==> src/rtl/serial_sub_pkg.sv <==
// Shared types and constants for the bit-serial subtraction controller.
package serial_sub_pkg;

  localparam int MAX_WIDTH = 32;

  typedef enum logic [1:0] {
    IDLE  = 2'd0,
    SHIFT = 2'd1,
    DONE  = 2'd2
  } state_t;

  // Bit counter width: $clog2 collapses to 0 for a one-bit operand, so floor it at 1.
  function automatic int cntWidth(input int width);
    return (width > 1) ? $clog2(width) : 1;
  endfunction

endpackage

==> src/rtl/serial_sub_ctrl_if.sv <==
// Request/result bundle between a requesting datapath and serial_sub_ctrl.
// The ovf signal exists only when SERIAL_SUB_OVF_EN is defined.
interface serial_sub_ctrl_if #(
  parameter int WIDTH = 8
);

  logic             start;
  logic [WIDTH-1:0] a;
  logic [WIDTH-1:0] b;
  logic             bin;
  logic             busy;
  logic             done;
  logic [WIDTH-1:0] diff;
  logic             bout;
`ifdef SERIAL_SUB_OVF_EN
  logic             ovf;
`endif

  modport master (
    output start, a, b, bin,
`ifdef SERIAL_SUB_OVF_EN
    input  ovf,
`endif
    input  busy, done, diff, bout
  );

  modport slave (
    input  start, a, b, bin,
`ifdef SERIAL_SUB_OVF_EN
    output ovf,
`endif
    output busy, done, diff, bout
  );

endinterface

==> src/rtl/serial_sub_ctrl_fs_cell.sv <==
// Purely combinational one-bit full subtractor: d = x - y - bi, bo = borrow out.
module fs_cell (
  input  logic x,
  input  logic y,
  input  logic bi,
  output logic d,
  output logic bo
);

  assign d  = x ^ y ^ bi;
  assign bo = (~x & y) | (~(x ^ y) & bi);

endmodule

==> src/rtl/serial_sub_ctrl.sv <==
// Bit-serial subtractor controller: walks one fs_cell across WIDTH-bit operands, LSB first.
// Optional signed-overflow output is enabled by defining SERIAL_SUB_OVF_EN.
module serial_sub_ctrl
  import serial_sub_pkg::*;
#(
  parameter int WIDTH = 8
) (
  input  logic              clk,
  input  logic              rst_n,
  serial_sub_ctrl_if.slave  bus
);

  localparam int CW = cntWidth(WIDTH);

  state_t           r_state;
  state_t           w_next;
  logic             w_load;
  logic             w_last;

  logic [WIDTH-1:0] r_aSh;
  logic [WIDTH-1:0] r_bSh;
  logic [WIDTH-1:0] r_diffSh;
  logic [WIDTH-1:0] w_diffNext;
  logic             r_borrow;
  logic [CW-1:0]    r_cnt;

  logic             w_d;
  logic             w_bo;

  logic             r_busy;
  logic             r_done;
  logic [WIDTH-1:0] r_diff;
  logic             r_bout;
`ifdef SERIAL_SUB_OVF_EN
  logic             r_aSign;
  logic             r_bSign;
  logic             r_ovf;
`endif

  fs_cell u_cell (
    .x  (r_aSh[0]),
    .y  (r_bSh[0]),
    .bi (r_borrow),
    .d  (w_d),
    .bo (w_bo)
  );

  // New difference bit enters at the MSB so that after WIDTH shifts bit 0 lands at bit 0.
  assign w_diffNext = (r_diffSh >> 1) | (WIDTH'(w_d) << (WIDTH - 1));

  always_ff @(posedge clk or negedge rst_n) begin
    if (!rst_n) begin
      r_state <= IDLE;
    end else begin
      r_state <= w_next;
    end
  end

  always_comb begin
    w_next = r_state;
    w_load = 1'b0;
    w_last = 1'b0;
    case (r_state)
      IDLE: begin
        if (bus.start) begin
          w_load = 1'b1;
          w_next = SHIFT;
        end
      end
      SHIFT: begin
        if (r_cnt == CW'(WIDTH - 1)) begin
          w_last = 1'b1;
          w_next = DONE;
        end
      end
      DONE:    w_next = IDLE;
      default: w_next = IDLE;
    endcase
  end

  // Results are committed on the final shift edge so they are already valid while done is high.
  always_ff @(posedge clk or negedge rst_n) begin
    if (!rst_n) begin
      r_aSh    <= '0;
      r_bSh    <= '0;
      r_diffSh <= '0;
      r_borrow <= 1'b0;
      r_cnt    <= '0;
      r_busy   <= 1'b0;
      r_done   <= 1'b0;
      r_diff   <= '0;
      r_bout   <= 1'b0;
`ifdef SERIAL_SUB_OVF_EN
      r_aSign  <= 1'b0;
      r_bSign  <= 1'b0;
      r_ovf    <= 1'b0;
`endif
    end else begin
      if (w_load) begin
        r_aSh    <= bus.a;
        r_bSh    <= bus.b;
        r_diffSh <= '0;
        r_borrow <= bus.bin;
        r_cnt    <= '0;
`ifdef SERIAL_SUB_OVF_EN
        r_aSign  <= bus.a[WIDTH-1];
        r_bSign  <= bus.b[WIDTH-1];
`endif
      end else if (r_state == SHIFT) begin
        r_aSh    <= r_aSh >> 1;
        r_bSh    <= r_bSh >> 1;
        r_diffSh <= w_diffNext;
        r_borrow <= w_bo;
        r_cnt    <= r_cnt + CW'(1);
      end

      if (w_last) begin
        r_diff <= w_diffNext;
        r_bout <= w_bo;
`ifdef SERIAL_SUB_OVF_EN
        r_ovf  <= (r_aSign ^ r_bSign) & (r_aSign ^ w_diffNext[WIDTH-1]);
`endif
      end

      r_busy <= (w_next != IDLE);
      r_done <= (w_next == DONE);
    end
  end

  assign bus.busy = r_busy;
  assign bus.done = r_done;
  assign bus.diff = r_diff;
  assign bus.bout = r_bout;
`ifdef SERIAL_SUB_OVF_EN
  assign bus.ovf  = r_ovf;
`endif

endmodule
==> src/flat_wrapper.sv <==
// flat-port wrapper written by rule: the top's interface ports become plain ports
module serial_sub_ctrl_flat import serial_sub_pkg::*;
#(
  parameter int WIDTH = 8
)
  (clk, rst_n, bus_start, bus_a, bus_b, bus_bin, bus_busy, bus_done, bus_diff, bus_bout);
  serial_sub_ctrl_if #(.WIDTH(WIDTH)) bus_i ();
  input  logic clk;
  input  logic rst_n;
  input wire logic [$bits(bus_i.start)-1:0] bus_start;
  input wire logic [$bits(bus_i.a)-1:0] bus_a;
  input wire logic [$bits(bus_i.b)-1:0] bus_b;
  input wire logic [$bits(bus_i.bin)-1:0] bus_bin;
  output wire logic [$bits(bus_i.busy)-1:0] bus_busy;
  output wire logic [$bits(bus_i.done)-1:0] bus_done;
  output wire logic [$bits(bus_i.diff)-1:0] bus_diff;
  output wire logic [$bits(bus_i.bout)-1:0] bus_bout;
  assign bus_i.start = bus_start;
  assign bus_i.a = bus_a;
  assign bus_i.b = bus_b;
  assign bus_i.bin = bus_bin;
  assign bus_busy = bus_i.busy;
  assign bus_done = bus_i.done;
  assign bus_diff = bus_i.diff;
  assign bus_bout = bus_i.bout;
  serial_sub_ctrl #(.WIDTH(WIDTH)) u_core (.clk(clk), .rst_n(rst_n), .bus(bus_i));
endmodule
==> config.mk <==
export PLATFORM = sky130hd
export DESIGN_NAME = serial_sub_ctrl_flat
export DESIGN_NICKNAME = d
export VERILOG_FILES = /design/src/rtl/serial_sub_pkg.sv /design/src/rtl/serial_sub_ctrl_if.sv /design/src/rtl/serial_sub_ctrl_fs_cell.sv /design/src/rtl/serial_sub_ctrl.sv /design/src/flat_wrapper.sv
export SDC_FILE = /design/constraint.sdc
export NUM_CORES = 1
export LEC_CHECK = 0
export CORE_MARGIN = 5
export CORE_UTILIZATION = 40
export CTS_CLUSTER_DIAMETER = 120
export DETAILED_ROUTE_END_ITERATION = 16
export SYNTH_ARGS = -nofsm -noshare
export SYNTH_HDL_FRONTEND = slang
export SYNTH_SLANG_ARGS = --single-unit
==> constraint.sdc <==
create_clock -name clk -period 2.6 [get_ports clk]
set_clock_uncertainty 0.1 [all_clocks]
set_input_delay 0.52 -clock clk [delete_from_list [all_inputs] [get_ports clk]]
set_output_delay 0.52 -clock clk [all_outputs]
set_load 0.01 [all_outputs]
* Yosys cells after proc, flatten, opt, wreduce, memory -nomap -nowiden
Cells that the tools add are included.
Storage, ports and cells: flip-flop bits (word level) 41, output and inout bits 11, word-level logic and storage cells 42
Operators by class: $add $sub $neg 1, equal/unequal tests 3, multiplexer cells 17, bitwise logic cells 8, reductions and logical operators 3
Operator list (count):
- $mux W8 | 6
- $or A7 B8 Y8 | 1
- $mux W1 | 6
- $mux W3 | 2
- $mux W2 | 2
- $pmux W2 S2 | 1
- $reduce_bool A2 Y1 | 2
- $add A3 B1 Y3 const B | 1
- $eq A3 B3 Y1 const B | 1
- $and A1 B1 Y1 | 2
- $eq A2 B1 Y1 const B | 1
- $eq A2 B2 Y1 const B | 1
- $logic_not A2 Y1 | 1
- $not A1 Y1 | 2
- $xor A1 B1 Y1 | 2
- $or A1 B1 Y1 | 1

* Logic depth before layout (Yosys ltp)
depth in word-level cells 6, mapped depth 6, mapped depth without buffers 5

* Hierarchy
Synthesis repeated with hierarchy kept, for this count alone.
Unflattened totals: cell total of the unflattened synthesis 140, area, all modules 1750.4 µm²
By module, submodules not included:
- serial_sub_ctrl | instances 1, cells each 136, area each 1719.1 µm²
- fs_cell | instances 1, cells each 4, area each 31.3 µm²

* Worst setup path after synthesis
OpenSTA, ideal clock, no wires.
path kind reg-to-reg, start register u_core.r_cnt[0], end register u_core.r_diff[2] (netlist: u_core.bus.diff[2]), setup time 0.125 ns, arrival time 1.306 ns, required time 2.375 ns, setup slack 1.069 ns, stages on the path, launching flop included 6, buffers on the path 1, period minus slack after synthesis 1.531 ns, cell sequence dfrtp_1 > ha_1 > ha_1 > nand3b_2 > buf_6 > mux2_4
On the way: longest elaborated chain between the ends 3
Ends and longest elaborated chain:
- from (decl) | RTL line serial_sub_ctrl.sv:25 | logic [CW-1:0] r_cnt;
- from (signal assigned) | RTL line serial_sub_ctrl.sv:114 | r_cnt <= r_cnt + CW'(1);
- $eq A3 B3 Y1 | RTL line serial_sub_ctrl.sv:71 | if (r_cnt == CW'(WIDTH - 1)) begin
- $mux W1 | RTL line serial_sub_ctrl.sv:71
- $mux W1 | RTL line serial_sub_ctrl.sv:63 | case (r_state)
- to (signal assigned) | RTL line serial_sub_ctrl.sv:118 | r_diff <= w_diffNext;
- to (decl) | RTL line serial_sub_ctrl.sv:32 | logic [WIDTH-1:0] r_diff;
Every way passes these cells. A chain may end at the register's enable or synchronous reset.

* Worst setup path in the final report
start input port bus_start, end register u_core.r_borrow
On the way: longest elaborated chain between the ends 3
Ends and longest elaborated chain:
- from (decl) | RTL line flat_wrapper.sv:10 | input wire logic [$bits(bus_i.start)-1:0] bus_start;
- $mux W1 (*) | RTL line serial_sub_ctrl.sv:65 | if (bus.start) begin
- $mux W1 (*) | RTL line serial_sub_ctrl.sv:63
- $mux W1 / $reduce_bool A2 Y1 (equally long branches)
- to (signal assigned) | RTL line serial_sub_ctrl.sv:103 | r_borrow <= bus.bin;
- to (signal assigned) | RTL line serial_sub_ctrl.sv:113 | r_borrow <= w_bo;
- to (decl) | RTL line serial_sub_ctrl.sv:24 | logic r_borrow;
Every way passes the cells marked *; elsewhere a longest branch is shown, timed or not.

==> flow_metrics.tcl <==
set metrics [dict create \
    wirelength_mm 3.57 \
    htreeDepth 2 \
    synth.most_common_cell "dfrtp_1" \
    start_util_pct 41.1 \
    antenna_found_initial 0 \
    hold_violations 0 \
    drcViolationCount 0 \
    synth-async-reset-ratio_pct 100 \
    synth_top_cell_by_area "dfrtp_1" \
    die_h_um 76.9 \
    min_period_over_period_pct 75.3 \
    synth_seq_area_share_pct 55.9 \
    dp.cells 212 \
    synth.top_cell.area_share_pct 55.9 \
    clk_pin_slew_ns 0.07 \
    cts_tree "yes" \
    track_usage_pct 12.9 \
    grt_overflow 0 \
    synth_cell_types 27 \
    relSlewSlack_pct 40.6 \
    holdBufCountCts 0 \
    crit_path_start_kind "input pin" \
    cts_setup_buffers 0 \
    portBuffers 30 \
    power_density_nw_per_um2 1160 \
    p_total_w 0.00250 \
    r2r_start "u_core.r_cnt[0]" \
    fin_crit_ns 1.96 \
    first_iter_violations 48 \
    synthCells 140 \
    fin_cells 220 \
    setup_violations 0 \
    place_hpwl_mm 2.47 \
    grt_pass1_vias 1298 \
    clock-sinks 40 \
    synthesis.area_um2 1790 \
    syn-num-nets 163 \
    startpoint "bus_start" \
    vias 1206 \
    fmax_mhz 511 \
    p_leak_nw 0.953 \
    insertedDiodeCount 0 \
    avgSynthCellArea_um2 12.8 \
    place_ws_ns 0.365 \
    gp_congestion 0.782 \
    synth_area_leaders "dfrtp_1 56%, o32ai_1 5.9%, mux2_4 5.0%" \
    synth_common_cells "40 x dfrtp_1, 14 x nor2_1, 12 x o32ai_1" \
    worst-path-max-fanout 12 \
    worst_pin_slew_ns 0.891 \
    cp.required_ns 2.65 \
    io_pins 31 \
    vdd_drop_max_uv 409 \
    tns_ns 0 \
    drive_above_1_share_pct 15.5 \
    grt_max_degree 41 \
    coreArea_um2 4350 \
    hp-class "in -> async" \
    antenna_left 0 \
    synth-seq-cells 40 \
    dieArea_um2 5910 \
    critPathKind "in -> reg" \
    viasPerCell 5.48 \
    ctsResizeCount 0 \
    worst_ep_arrival_time_ns 2.01 \
    drtPass1Iterations 4 \
    setup_ws_ns 0.643 \
    cts_buffers 5 \
    root_buffer "clkbuf_8" \
    area_growth_pct 20.3 \
    wire_per_inst_um 16.2 \
    cts.path.max_buffers 2 \
    rsz0062_at_grt "false" \
    yosysWarnings 0 \
    grt_pass1_wl_mm 6.27 \
    cp-end-kind "flop" \
    synth-edff-count 0 \
    status "complete, no violations" \
    max_cap_viol_count 0 \
    final_nets 190 \
    clkLatencyLatePin_ns 0.29 \
    die_w_um 76.9 \
    slew_viol_final 0 \
    rows 24 \
    synth_top_flop_cell "dfrtp_1" \
]
power by group:
part | leakage, nW | internal (W) | switching (W)
combinational | 0.410 | 0.000542 | 0.000427
sequential | 0.491 | 0.000900 | 0.000204
clock | 0.0510 | 0.000212 | 0.000212
total | 0.953 | 0.00165 | 0.000843
critical path, stage by stage:
cell,delay [ns]
clkdlybuf4s50_1,0.71
nand2b_1,0.35
o32ai_1,0.37
a221oi_2,0.06
metal layers:
| layer | up-vias | routed length, um | track usage (%) | share of wire, % |
|---|---|---|---|---|
| li1 | 572 | - | - | - |
| met1 | 595 | 1620 | 16.4 | 45 |
| met2 | 35 | 1710 | 20.4 | 48 |
| met3 | 4 | 205 | 4.45 | 5.7 |
| met4 | 0 | 42 | 4.37 | 1.2 |
| met5 | - | 0 | 0 | 0 |
stage by stage:
step	cell area, um^2	hold slack [ns]	util [%]
detailed placement	2060	0.378	47.3
global route	2150	0.332	49.5
finish	2150	0.254	49.5
global placement	2060	0.374	47.3
CTS	2150	0.277	49.5
floorplan	1790	0.124	-
cell families after synthesis:
| group | Yosys count | synth area share (%) |
|---|---|---|
| DFF | 40 | 55.9 |
| buffers and inverters | 18 | 6.85 |
| AOI/OAI and AO/OA | 43 | 19.6 |
| adders and majority gates | 3 | 2.52 |
| muxes | 9 | 6.85 |
| and+or+nand+nor | 27 | 8.25 |
layout by cell type (no fill, tap or decap), drive strengths merged, types with 2 or more instances in the layout:
cell type	netlist	final
dfrtp	40	40
clkdlybuf4s50	0	29
nor2	14	14
o32ai	12	12
o22ai	11	11
a22o	9	9
mux2	8	8
inv	7	7
clkbuf	0	6
o21ai	6	6
nand2	4	4
nand3b	4	4
o221a	3	3
ha	2	2
clkinv	0	2
nor2b	2	2
nand2b	2	2
buf	11	2
final timing paths:
path	end	slack, ns	cells after the start
setup / recovery	u_core.r_borrow	0.64	4
max in group asynchronous	u_core.r_bSh[0]	1.59	1
min in group clk	u_core.bus.bout	0.40	2
setup reg to reg	u_core.bus.diff[0]	0.89	4
hold / removal	u_core.bus.diff[6]	0.25	1
hold reg to reg	u_core.bus.bout	0.40	2
sequential cells by signal (all words and copies together), names as in the netlist:
register         cells
u_core.bus.diff      8
u_core.r_aSh         8
u_core.r_bSh         8
u_core.r_diffSh      7
u_core.r_cnt         3
u_core.r_state       2
u_core.bus.bout      1
u_core.bus.busy      1
u_core.bus.done      1
u_core.r_borrow      1
area by class of cell:
| type | instances | area, um^2 |
|---|---|---|
| timing repair buffer | 31 | 303 |
| fill | 364 | 2200 |
| sequential | 40 | 1000 |
| inverter | 7 | 26.3 |
| multi-input combinational | 82 | 666 |
| tap | 52 | 65.1 |
| clock inverter | 2 | 10.0 |
| clock buffer | 6 | 82.6 |
Note: power is estimated with default switching activity, not from simulation.
